<file path="config.mk">
export PLATFORM = sky130hd
export DESIGN_NAME = mc_ctl_fsm
export DESIGN_NICKNAME = d
export VERILOG_FILES = /design/src/rtl/riscv_pkg.sv /design/src/rtl/alu_decoder.sv /design/src/rtl/mc_ctl_fsm.sv
export SDC_FILE = /design/constraint.sdc
export NUM_CORES = 1
export LEC_CHECK = 0
export CORE_AREA = 2 2 52 42
export DETAILED_ROUTE_END_ITERATION = 10
export DIE_AREA = 0 0 54 44
export GPL_TIMING_DRIVEN = 0
export PLACE_DENSITY_LB_ADDON = 0.3
export SLEW_MARGIN = 5
export SYNTH_ARGS = -nofsm -noshare
export SYNTH_HDL_FRONTEND = slang
export SYNTH_HIERARCHICAL = 1
export SYNTH_SLANG_ARGS = --single-unit
</file>
<file path="constraint.sdc">
create_clock -name clk -period 2 [get_ports clk]
set_input_delay 0.2 -clock clk [delete_from_list [all_inputs] [get_ports clk]]
set_output_delay 0.2 -clock clk [all_outputs]
set_load 0.02 [all_outputs]
</file>
<file path="src/rtl/riscv_pkg.sv">
// Shared definitions for the RV32I multicycle control path: opcodes, ALU codes,
// datapath select encodings and the sequencer state type.
package riscv_pkg;

    localparam logic [6:0] TYPE_R      = 7'b0110011;
    localparam logic [6:0] TYPE_I_ALU  = 7'b0010011;
    localparam logic [6:0] TYPE_I_LOAD = 7'b0000011;
    localparam logic [6:0] TYPE_S      = 7'b0100011;
    localparam logic [6:0] TYPE_B      = 7'b1100011;
    localparam logic [6:0] TYPE_J      = 7'b1101111;

    localparam logic [2:0] ALU_ADD = 3'b000;
    localparam logic [2:0] ALU_SUB = 3'b001;
    localparam logic [2:0] ALU_AND = 3'b010;
    localparam logic [2:0] ALU_OR  = 3'b011;
    localparam logic [2:0] ALU_SLT = 3'b101;

    localparam logic [1:0] ALUOP_ADD   = 2'b00;
    localparam logic [1:0] ALUOP_SUB   = 2'b01;
    localparam logic [1:0] ALUOP_FUNCT = 2'b10;

    localparam logic [1:0] RES_ALUOUT    = 2'b00;
    localparam logic [1:0] RES_DATA      = 2'b01;
    localparam logic [1:0] RES_ALURESULT = 2'b10;

    localparam logic [1:0] SRCA_PC    = 2'b00;
    localparam logic [1:0] SRCA_OLDPC = 2'b01;
    localparam logic [1:0] SRCA_RS1   = 2'b10;

    localparam logic [1:0] SRCB_RS2  = 2'b00;
    localparam logic [1:0] SRCB_IMM  = 2'b01;
    localparam logic [1:0] SRCB_FOUR = 2'b10;

    localparam logic [1:0] IMM_I = 2'b00;
    localparam logic [1:0] IMM_S = 2'b01;
    localparam logic [1:0] IMM_B = 2'b10;
    localparam logic [1:0] IMM_J = 2'b11;

    typedef enum logic [3:0] {
        S_FETCH    = 4'd0,
        S_DECODE   = 4'd1,
        S_MEMADR   = 4'd2,
        S_MEMREAD  = 4'd3,
        S_MEMWB    = 4'd4,
        S_MEMWRITE = 4'd5,
        S_EXECUTER = 4'd6,
        S_EXECUTEI = 4'd7,
        S_ALUWB    = 4'd8,
        S_BEQ      = 4'd9,
        S_JAL      = 4'd10,
        S_TRAP     = 4'd11
    } mc_state_t;

    // Immediate format follows the opcode alone, independent of sequencer state.
    function automatic logic [1:0] imm_sel(input logic [6:0] op);
        logic [1:0] sel;
        case (op)
            TYPE_S:  sel = IMM_S;
            TYPE_B:  sel = IMM_B;
            TYPE_J:  sel = IMM_J;
            default: sel = IMM_I;
        endcase
        return sel;
    endfunction

endpackage

</file>
<file path="src/rtl/alu_decoder.sv">
// ALU control decode: fixed ADD/SUB for address and compare steps, otherwise
// funct3/funct7_5 decode. SUB is only selected for register-register ops.
module alu_decoder
    import riscv_pkg::*;
(
    input  logic [1:0] i_aluop,
    input  logic [2:0] i_funct3,
    input  logic       i_funct7_5,
    input  logic       i_rtype,
    output logic [2:0] o_alucontrol
);

    // funct7_5 on an I-type is an immediate bit, so it must not turn addi into sub.
    always_comb begin
        o_alucontrol = ALU_ADD;
        case (i_aluop)
            ALUOP_ADD: o_alucontrol = ALU_ADD;
            ALUOP_SUB: o_alucontrol = ALU_SUB;
            ALUOP_FUNCT: begin
                case (i_funct3)
                    3'b000: begin
                        if (i_rtype && i_funct7_5) begin
                            o_alucontrol = ALU_SUB;
                        end else begin
                            o_alucontrol = ALU_ADD;
                        end
                    end
                    3'b010:  o_alucontrol = ALU_SLT;
                    3'b110:  o_alucontrol = ALU_OR;
                    3'b111:  o_alucontrol = ALU_AND;
                    default: o_alucontrol = ALU_ADD;
                endcase
            end
            default: o_alucontrol = ALU_ADD;
        endcase
    end

endmodule

</file>
<file path="src/rtl/mc_ctl_fsm.sv">
// Multicycle control sequencer for the RV32I subset core over a single-port memory.
// Build option MC_CTL_ILLEGAL_TRAP_EN: unsupported opcodes lock into TRAP and raise illegal_op.
module mc_ctl_fsm
    import riscv_pkg::*;
(
    input  logic       clk,
    input  logic       reset,
    input  logic [6:0] op,
    input  logic [2:0] funct3,
    input  logic       funct7_5,
    input  logic       zero,
    input  logic       mem_ready,
    output logic       mem_req,
    output logic       memwrite,
    output logic       adrsrc,
    output logic       irwrite,
    output logic       pcwrite,
    output logic       regwrite,
    output logic [1:0] resultsrc,
    output logic [1:0] alusrca,
    output logic [1:0] alusrcb,
    output logic [1:0] immsrc,
    output logic [2:0] alucontrol,
`ifdef MC_CTL_ILLEGAL_TRAP_EN
    output logic       illegal_op,
`endif
    output logic       instr_done
);

    mc_state_t  r_state;
    mc_state_t  w_next_state;
    logic       w_mem_req;
    logic       w_memwrite;
    logic       w_adrsrc;
    logic       w_irwrite;
    logic       w_pcwrite;
    logic       w_regwrite;
    logic [1:0] w_resultsrc;
    logic [1:0] w_alusrca;
    logic [1:0] w_alusrcb;
    logic [1:0] w_aluop;
    logic       w_rtype;
    logic       w_done;
    logic [1:0] w_aluop_q;

    // State register
    always_ff @(posedge clk) begin
        if (reset) begin
            r_state <= S_FETCH;
        end else begin
            r_state <= w_next_state;
        end
    end

    // Next state and Moore decode; only mem_ready and zero qualify individual strobes
    always_comb begin
        w_next_state = r_state;
        w_mem_req    = 1'b0;
        w_memwrite   = 1'b0;
        w_adrsrc     = 1'b0;
        w_irwrite    = 1'b0;
        w_pcwrite    = 1'b0;
        w_regwrite   = 1'b0;
        w_resultsrc  = RES_ALUOUT;
        w_alusrca    = SRCA_PC;
        w_alusrcb    = SRCB_RS2;
        w_aluop      = ALUOP_ADD;
        w_rtype      = 1'b0;
        w_done       = 1'b0;
        case (r_state)
            S_FETCH: begin
                w_mem_req   = 1'b1;
                w_alusrcb   = SRCB_FOUR;
                w_resultsrc = RES_ALURESULT;
                if (mem_ready) begin
                    w_irwrite    = 1'b1;
                    w_pcwrite    = 1'b1;
                    w_next_state = S_DECODE;
                end else begin
                    w_next_state = S_FETCH;
                end
            end
            S_DECODE: begin
                w_alusrca = SRCA_OLDPC;
                w_alusrcb = SRCB_IMM;
                case (op)
                    TYPE_I_LOAD, TYPE_S: w_next_state = S_MEMADR;
                    TYPE_R:              w_next_state = S_EXECUTER;
                    TYPE_I_ALU:          w_next_state = S_EXECUTEI;
                    TYPE_B:              w_next_state = S_BEQ;
                    TYPE_J:              w_next_state = S_JAL;
                    default: begin
`ifdef MC_CTL_ILLEGAL_TRAP_EN
                        w_next_state = S_TRAP;
`else
                        w_next_state = S_FETCH;
                        w_done       = 1'b1;
`endif
                    end
                endcase
            end
            S_MEMADR: begin
                w_alusrca = SRCA_RS1;
                w_alusrcb = SRCB_IMM;
                if (op == TYPE_I_LOAD) begin
                    w_next_state = S_MEMREAD;
                end else begin
                    w_next_state = S_MEMWRITE;
                end
            end
            S_MEMREAD: begin
                w_mem_req = 1'b1;
                w_adrsrc  = 1'b1;
                if (mem_ready) begin
                    w_next_state = S_MEMWB;
                end else begin
                    w_next_state = S_MEMREAD;
                end
            end
            S_MEMWB: begin
                w_resultsrc  = RES_DATA;
                w_regwrite   = 1'b1;
                w_done       = 1'b1;
                w_next_state = S_FETCH;
            end
            S_MEMWRITE: begin
                w_mem_req  = 1'b1;
                w_memwrite = 1'b1;
                w_adrsrc   = 1'b1;
                if (mem_ready) begin
                    w_done       = 1'b1;
                    w_next_state = S_FETCH;
                end else begin
                    w_next_state = S_MEMWRITE;
                end
            end
            S_EXECUTER: begin
                w_alusrca    = SRCA_RS1;
                w_alusrcb    = SRCB_RS2;
                w_aluop      = ALUOP_FUNCT;
                w_rtype      = 1'b1;
                w_next_state = S_ALUWB;
            end
            S_EXECUTEI: begin
                w_alusrca    = SRCA_RS1;
                w_alusrcb    = SRCB_IMM;
                w_aluop      = ALUOP_FUNCT;
                w_next_state = S_ALUWB;
            end
            S_ALUWB: begin
                w_regwrite   = 1'b1;
                w_done       = 1'b1;
                w_next_state = S_FETCH;
            end
            S_BEQ: begin
                w_alusrca    = SRCA_RS1;
                w_alusrcb    = SRCB_RS2;
                w_aluop      = ALUOP_SUB;
                w_pcwrite    = zero;
                w_done       = 1'b1;
                w_next_state = S_FETCH;
            end
            S_JAL: begin
                w_alusrca    = SRCA_OLDPC;
                w_alusrcb    = SRCB_FOUR;
                w_pcwrite    = 1'b1;
                w_next_state = S_ALUWB;
            end
            S_TRAP: begin
`ifdef MC_CTL_ILLEGAL_TRAP_EN
                w_next_state = S_TRAP;
`else
                w_next_state = S_FETCH;
`endif
            end
            default: w_next_state = S_FETCH;
        endcase
    end

    // Reset withdraws any pending access at once and parks the selects at their FETCH values
    always_comb begin
        if (reset) begin
            mem_req    = 1'b0;
            memwrite   = 1'b0;
            irwrite    = 1'b0;
            pcwrite    = 1'b0;
            regwrite   = 1'b0;
            adrsrc     = 1'b0;
            alusrca    = SRCA_PC;
            alusrcb    = SRCB_FOUR;
            resultsrc  = RES_ALURESULT;
            w_aluop_q  = ALUOP_ADD;
            instr_done = 1'b0;
        end else begin
            mem_req    = w_mem_req;
            memwrite   = w_memwrite;
            irwrite    = w_irwrite;
            pcwrite    = w_pcwrite;
            regwrite   = w_regwrite;
            adrsrc     = w_adrsrc;
            alusrca    = w_alusrca;
            alusrcb    = w_alusrcb;
            resultsrc  = w_resultsrc;
            w_aluop_q  = w_aluop;
            instr_done = w_done;
        end
    end

    assign immsrc = imm_sel(op);

`ifdef MC_CTL_ILLEGAL_TRAP_EN
    assign illegal_op = (~reset) & (r_state == S_TRAP);
`endif

    alu_decoder u_alu_decoder (
        .i_aluop      (w_aluop_q),
        .i_funct3     (funct3),
        .i_funct7_5   (funct7_5),
        .i_rtype      (w_rtype),
        .o_alucontrol (alucontrol)
    );

endmodule
</file>
# After elaboration in Yosys (flattened, before gate mapping)
# Cells that the tools add are included.
op_classes:
  n_reduce_logical: 15
  n_mux: 35
  eq_ne: 21
op_table:
  columns: ["op", "n"]
  rows:
  - ["4-bit case mux with 6 select lines", 1]
  - ["4-bit case mux with 5 select lines", 1]
  - ["1-bit 2-to-1 mux", 17]
  - ["4-bit by 3-bit == test with 1-bit output (second input constant)", 4]
  - ["2-bit case mux with 2 select lines", 4]
  - ["7-bit by 6-bit == test with 1-bit output (second input constant)", 2]
  - ["7-bit == test (second input constant)", 2]
  - ["4-bit == test (second input constant)", 3]
  - ["3-bit case mux with 4 select lines", 1]
  - ["2-bit OR reduction", 6]
  - ["3-bit OR reduction", 4]
  - ["3-bit 2-to-1 mux", 3]
  - ["4-bit by 2-bit == test with 1-bit output (second input constant)", 2]
  - ["2-bit 2-to-1 mux", 4]
  - ["7-bit by 2-bit == test with 1-bit output (second input constant)", 1]
  - ["7-bit by 5-bit == test with 1-bit output (second input constant)", 1]
  - ["3-bit == test (second input constant)", 2]
  - ["1-bit case mux with 3 select lines", 2]
  - ["2-bit case mux with 3 select lines", 1]
  - ["3-bit case mux with 2 select lines", 1]
  - ["6-bit OR reduction", 1]
  - ["4-bit by 1-bit == test with 1-bit output (second input constant)", 1]
  - ["4-bit logical NOT", 1]
  - ["4-bit OR reduction", 1]
  - ["other kinds (5)", 5]
word_totals:
  wordCells: 72
  register_bits: 4
  in_bits: 15
  output_inout_bits: 18

# Longest topological paths before layout
# Gate-level depths: netlist of the first run.
depth:
  ltp_word: 6
  ltp_mapped: 7
  ltp_nobuf: 7

# Modules after synthesis
# Netlist of the first run, hierarchy kept.
modules_own_cells:
  columns: ["mod", "cells_per_inst", "area_per_inst_um2", "seq_area_each_um2", "n_inst"]
  rows:
  - ["mc_ctl_fsm", 94, 616.8, 80.1, 1]
  - ["alu_decoder", 11, 96.3, 0.0, 1]

# Worst setup path after synthesis of the first run
# OpenSTA, ideal clock, no wires.
synth_timing:
  path_type: "register to output"
  startpoint: "register r_state[1]"
  endpoint: "output port alucontrol[2]"
  required_ns: 1.800
  path_stages_with_launch: 7
  arrival_time_ns: 1.999
  path_slack_ns: -0.199
  path_buffers: 1
  cell_sequence: "dfxtp_1 -> nand2b_1 -> buf_4 -> nor3_1 -> inv_1 -> ha_1 -> nor4b_1"
synth_between:
  elab_chain_len: 6
  word_cells_on_any_way: 9
  cone_classes: "5 x eq/ne; 3 x mux; 1 x reduce/logical"
synth_rtl:
  columns: ["element", "line_no", "rtl"]
  rows:
  - ["start, declared", "mc_ctl_fsm.sv:30", "mc_state_t r_state;"]
  - ["start signal, assigned", "mc_ctl_fsm.sv:51", "r_state <= w_next_state;"]
  - ["4-bit by 3-bit == test with 1-bit output", "mc_ctl_fsm.sv:70", "case (r_state)"]
  - ["2-bit OR reduction (no line)", null, null]
  - ["2-bit case mux with 2 select lines *", "mc_ctl_fsm.sv:70", null]
  - ["2-bit 2-to-1 mux *", "mc_ctl_fsm.sv:182", "if (reset) begin"]
  - ["net w_aluop_q[0]", "mc_ctl_fsm.sv:44", "logic [1:0] w_aluop_q;"]
  - ["2-bit == test / 2-bit by 1-bit == test with 1-bit output (equally long branches)", "alu_decoder.sv:16", "case (i_aluop)"]
  - ["3-bit case mux with 2 select lines *", "alu_decoder.sv:16", null]
  - ["end, declared", "mc_ctl_fsm.sv:23", "output logic [2:0] alucontrol,"]
# The timed path passes the listed nets; every way through them passes the cells marked *.

# Final worst setup path of the first run
layout_timing:
  startpoint: "register r_state[1]"
  endpoint: "output port alucontrol[1]"
# Same word-level chain as after synthesis.

==> results of run 1 <==
==> what timing repair did <==
action	CTS	global route
pin swaps	1	6
endpoints found under the setup margin	16	6
buffers inserted	0	5
resized for setup	39	19
==> metal layers <==
layer | share of wire [%] | global-route usage [%] | up-vias
li1 | - | - | 462
met1 | 46 | 31.3 | 407
met2 | 48 | 32.2 | 26
met3 | 4.5 | 4.14 | 4
met4 | 1.4 | 8.00 | 0
met5 | 0 | 0 | -
==> path summary, 6_finish.rpt <==
| path | end | slack, ps |
|---|---|---|
| min reg2reg | r_state[2]$_SDFF_PP0_ | 630 |
| min | r_state[3]$_SDFF_PP0_ | 210 |
| max | alucontrol[1] | 20 |
| max reg2reg | r_state[1]$_SDFF_PP0_ | 550 |
==> placed cells by master (no fill, tap or decap), types with 4 or more instances in the layout <==
cell type / synthesis / final
buf_6: 1 / 4
inv_1: 7 / 4
buf_4: 4 / 8
clkdlybuf4s50_1: 0 / 16
nor3_1: 9 / 7
dlygate4sd2_1: 0 / 9
a21oi_1: 6 / 6
o21ai_0: 6 / 6
nor2_1: 18 / 15
nand2b_1: 7 / 4
==> cell type report <==
type	count	area, um2	area share, %
Inverter	7	28.8	2.34
Sequential cell	4	85.1	6.93
Tap cell	24	30.0	2.45
Multi-Input combinational cell	87	658	53.6
Timing Repair Buffer	36	349	28.4
Clock buffer	3	22.5	1.83
Buffer	7	53.8	4.38
==> logic make-up (layout without fill, tap and decap cells) <==
logic type,Yosys count,in the layout,share of synthesized area [%]
buffers and inverters,14,53,10.7
and+or+nand+nor,54,54,42.6
AOI/OAI and AO/OA,26,26,25.3
adders and majority gates,2,2,3.51
xor gates and xnor gates,3,3,3.68
DFF,4,4,11.2
muxes,2,2,2.98
==> Yosys cell counts, types with 2 or more instances <==
cell type and number:
a21o_1 2, a21oi_1 6, a32oi_1 2, and3_1 2, buf_4 4, dfxtp_1 4, ha_1 2, inv_1 7
nand2_1 4, nand2b_1 7, nor2_1 18, nor3_1 9, nor4_1 2, nor4b_1 2, o21ai_0 6, xnor2_1 3
==> power groups by stage <==
stage,registers [mW],clock network [mW],logic [mW]
after floorplan,0.0835,0,0.0635
after global placement,0.0836,0,0.119
after detailed placement,0.0837,0,0.122
after CTS,0.0826,0.0990,0.121
after global routing,0.0821,0.102,0.141
final,0.0820,0.0943,0.130
==> through the flow <==
stage	instances	setup WS, ps	TNS, ps	hold WS (ps)	cell area [um2]
finish	168	23.0	0	214	1230
global route	168	-53.3	-90.1	229	1230
CTS	163	3.91	0	203	1110
detailed placement	160	-475	-1910	451	1060
global placement	160	-436	-1770	449	1060
floorplan	105	63.9	0	358	719
==> critical path, stage by stage (launching register included) <==
cell and delay [ps]:
dfxtp_4 350, nand2b_4 140, buf_6 120, nor3_4 190, inv_2 70, ha_4 310, and4b_2 240, buf_6 130
==> results.sh, run 1 <==
export IMPL_seqPwrFrac_pct=26.7
export IMPL_place_congestion=0.825
export IMPL_core_area_um2=1890
export IMPL_vias_per_cell=5.35
export IMPL_synth_area_um2=713
export IMPL_top_regs="r_state (4)"
export IMPL_cts_max_level=1
export IMPL_grt_overflow=0
export IMPL_start_util_pct=37.7
export IMPL_dieArea_um2=2380
export IMPL_synth_seq_cells=4
export IMPL_die_y_um=44
export IMPL_grt_max_degree=11
export IMPL_grt_usage_pct=21.8
export IMPL_clockRootBuffer="clkbuf_4"
export IMPL_antenna_found_initial=0
export IMPL_avgSynthCellArea_um2=6.79
export IMPL_drtAntennaViolNets=0
export IMPL_ys_seq_area_share_pct=11.2
export IMPL_drive_gt1_share_pct=29.9
export IMPL_outcome="completed"
export IMPL_grt_first_pass_wirelength_mm=3.87
export IMPL_p_switching_mw=0.0941
export IMPL_synth_edff_count=0
export IMPL_syn_to_final_growth_pct=72.1
export IMPL_final_nets=163
export IMPL_wl_per_cell_um=14.2
export IMPL_largest_reg_flops=4
export IMPL_top_register="r_state"
export IMPL_grt_pass1_vias=869
export IMPL_hold_viol=0
export IMPL_p_clk_share_pct=30.7
export IMPL_relSlewSlack_pct=59.8
export IMPL_std_cell_rows=14
export IMPL_synth_cell_types=41
export IMPL_r2r_cells=5
export IMPL_async_reset_ff_share_pct=0
export IMPL_finalPower_mw=0.307
export IMPL_ios=33
export IMPL_synth_warnings=6
export IMPL_max_slew_worst_pin_slew_ps=603
export IMPL_synthTopCellsByArea="dfxtp_1 (11%), nor2_1 (9.5%), nor3_1 (6.3%)"
export IMPL_setup_violations_final=0
export IMPL_critical_path_arrival_ps=1780
export IMPL_clkLatencyLatePin_ps=230
export IMPL_cts_tree="built"
export IMPL_min_period_ps=1980
export IMPL_syn_nets=122
export IMPL_netlist_instances=105
export IMPL_r2r_start="r_state[0]$_SDFF_PP0_"
export IMPL_numCtsBuffers=3
export IMPL_min_path_cells=2
export IMPL_antenna_cells=0
export IMPL_post_route_period_util_pct=98.9
export IMPL_via_count=899
export IMPL_path_clk_slew_ps=40
export IMPL_start_kind="flip-flop"
export IMPL_drv_slew=0
export IMPL_synth_top_cell_area_share_pct=11.2
export IMPL_fin_util_pct=64.9
export IMPL_die_w_um=54
export IMPL_clockBufferDepth=2
export IMPL_nFillCells=180
export IMPL_min_path_type="input port to flip-flop"
export IMPL_combPwrFrac_pct=42.5
export IMPL_powerDensity_nw_per_um2=250
export IMPL_path_class="flip-flop to primary output"
export IMPL_dp_hpwl_mm=1.73
export IMPL_cts_hold_buf=0
export IMPL_required_ps=1800
export IMPL_end_kind="primary output"
export IMPL_hp_start="reset"
export IMPL_port_buffers=31
export IMPL_synth_area_leader_cell="dfxtp_1"
export IMPL_drt_pass1_iter_count=4
export IMPL_power_leakage_nw=0.526
export IMPL_sw_frac_of_total_pct=30.7
export IMPL_intPower_mw=0.213
export IMPL_drtIter0Drc=27
export IMPL_peakVddDrop_mv=0.210
export IMPL_maxCapViolations=0
export IMPL_remaining_drc_errors=0
export IMPL_clkSinkCount=4
export IMPL_crit_path_start="r_state[1]$_SDFF_PP0_"
export IMPL_crit_fanout=6
export IMPL_finalClockSkew_ps=3.51
export IMPL_routed_wl_mm=2.38
export IMPL_synthFlopType="dfxtp_1"
export IMPL_rsz0062_at_grt="true"
export IMPL_fmax_mhz=506
(Power assumes the default switching activity.)
==> run 2: changes to the inputs <==
CORE_AREA = 8 8 58 48   (was 2 2 52 42)
DIE_AREA = 0 0 66 56   (was 0 0 54 44)
==> run 2 against run 1 <==
Sequential share of layout area up 0.21 points. Count of clock-buffer cells in the layout unchanged. Cell count down 0.60%. Critical path depth down 4. Power up 5.3%. Sequential cell count unchanged. Via count up 1.7%. First-iteration DRC count up 56%. Die area up 56%. Core utilization down 1.9 points. Setup slack better by 7.8 ps. Global-route usage down 8.1 points. Critical endpoint is now resultsrc[0].
==> results.sh, run 2 (same netlist as run 1, synthesis figures left out) <==
export IMPL_outcome="completed"
export IMPL_drtIter0Drc=42
export IMPL_core_area_um2=1890
export IMPL_crit_fanout=10
export IMPL_dp_hpwl_mm=1.91
export IMPL_die_y_um=56
export IMPL_cts_max_level=1
export IMPL_post_route_period_util_pct=98.5
export IMPL_start_util_pct=37.7
export IMPL_std_cell_rows=14
export IMPL_die_w_um=66
export IMPL_dieArea_um2=3700
export IMPL_finalClockSkew_ps=8.77
export IMPL_port_buffers=31
export IMPL_clkLatencyLatePin_ps=250
export IMPL_setup_violations_final=0
export IMPL_grt_pass1_vias=890
export IMPL_path_class="flip-flop to primary output"
export IMPL_largest_reg_flops=4
export IMPL_grt_first_pass_wirelength_mm=4.06
export IMPL_top_regs="r_state (4)"
export IMPL_fin_setup_tns_ps=0
export IMPL_clkSinkCount=4
export IMPL_remaining_drc_errors=0
export IMPL_final_cell_mix="nor2_1 (16), clkdlybuf4s50_1 (16), buf_4 (8), dlygate4sd2_1 (8), nor3_1 (7)"
export IMPL_grt_usage_pct=13.7
export IMPL_path_cells="clkbuf_4, nor4_1, clkdlybuf4s50_1"
export IMPL_clockRootBuffer="clkbuf_4"
export IMPL_rsz0062_at_grt="true"
export IMPL_final_nets=162
export IMPL_place_congestion=0.862
export IMPL_hold_viol=0
export IMPL_cts_hold_buf=0
export IMPL_clockBufferDepth=2
export IMPL_fin_util_pct=63.0
export IMPL_min_path_type="input port to flip-flop"
export IMPL_nFillCells=183
export IMPL_crit_buf_inv=2
export IMPL_drive_gt1_share_pct=27.3
export IMPL_vias_per_cell=5.47
export IMPL_antenna_found_initial=0
export IMPL_dp_slack_ps=-462
export IMPL_drv_slew=0
export IMPL_powerDensity_nw_per_um2=271
export IMPL_ios=33
export IMPL_relSlewSlack_pct=59.5
export IMPL_maxCapViolations=0
export IMPL_syn_to_final_growth_pct=67.0
export IMPL_path_clk_slew_ps=40
export IMPL_max_stage_delay_ps=680
export IMPL_grt_max_degree=11
export IMPL_multi_input_comb_area_um2=632
export IMPL_peakVddDrop_mv=0.146
export IMPL_drt_pass1_iter_count=4
export IMPL_max_slew_worst_pin_slew_ps=608
export IMPL_min_period_ps=1970
export IMPL_end_kind="primary output"
export IMPL_grt_overflow=0
export IMPL_finalPower_mw=0.323
export IMPL_critical_path_arrival_ps=1770
export IMPL_fmax_mhz=508
export IMPL_drtAntennaViolNets=0
export IMPL_start_kind="flip-flop"
export IMPL_postPlaceCellArea_um2=1060
export IMPL_seqCellArea_um2=85.1
export IMPL_top_register="r_state"
export IMPL_antenna_cells=0
export IMPL_crit_slowest_cell="clkdlybuf4s50_1"
export IMPL_via_count=914
export IMPL_postLayoutSetupSlackWorst_ps=30.8
export IMPL_final_area_um2=1190
export IMPL_cts_tree="built"
export IMPL_wl_per_cell_um=15.8
export IMPL_power_leakage_nw=0.478
export IMPL_critPathTopFamily="buffers and inverters"
export IMPL_numCtsBuffers=3
export IMPL_routed_wl_mm=2.64
export IMPL_required_ps=1800
==> run 2: report_power, final <==
group	internal (mW)	total, mW	switching (mW)	leakage (nW)
registers	0.0803	0.0818	0.00150	0.0338
clock network	0.0676	0.108	0.0401	0.0138
logic	0.0673	0.133	0.0661	0.430
==> run 2: cell type report <==
class	instances	share of cell area [%]
buffer	7	5.04
clock buffer	3	1.89
inverter	7	2.21
multi-input combinational	87	53.0
sequential	4	7.14
tap	24	2.52
timing repair buffer	35	28.2
==> run 2: through the flow <==
stage | hold WS (ps) | cells
finish | 197 | 167
global route | 192 | 167
CTS | 192 | 163
detailed placement | 452 | 160
global placement | 446 | 160
floorplan | 358 | 105
==> run 2: what timing repair did <==
item / 4_1_cts / 5_1_grt
pin swaps: 1 / 4
gates cloned: 0 / 0
gates resized for setup: 39 / 16
buffers inserted: 0 / 4
endpoints found under the setup margin: 17 / 11
==> run 2: worst register-to-register path, cell delays in order, from the launching register on <==
cell	delay, ps
dfxtp_1	320
clkbuf_4	200
or4_4	560
o21ai_2	120
a32oi_1	100
nor2_1	100
==> run 2: routing by layer <==
| metal | vias up | part of all wire [%] | global-route usage (%) |
|---|---|---|---|
| met3 | 5 | 6.5 | 4.63 |
| met2 | 28 | 45 | 20.4 |
| met1 | 421 | 46 | 16.4 |
| met5 | - | 0 | 0 |
| met4 | 0 | 1.6 | 8.21 |
| li1 | 460 | - | - |
==> run 2: worst paths after layout <==
path,start,end,slack (ps),cells past startpoint
hold reg to reg,r_state[3]$_SDFF_PP0_,r_state[3]$_SDFF_PP0_,680,4
setup / recovery,r_state[0]$_SDFF_PP0_,resultsrc[0],30,3
setup reg to reg,r_state[0]$_SDFF_PP0_,r_state[1]$_SDFF_PP0_,530,5
hold / removal,reset,r_state[3]$_SDFF_PP0_,200,2
==> run 3: changes to the inputs <==
CTS_CLUSTER_SIZE = 10   (was not set)
==> results of run 3 <==
Same layout as run 2: the final DEF is identical, and so are final timing and power.
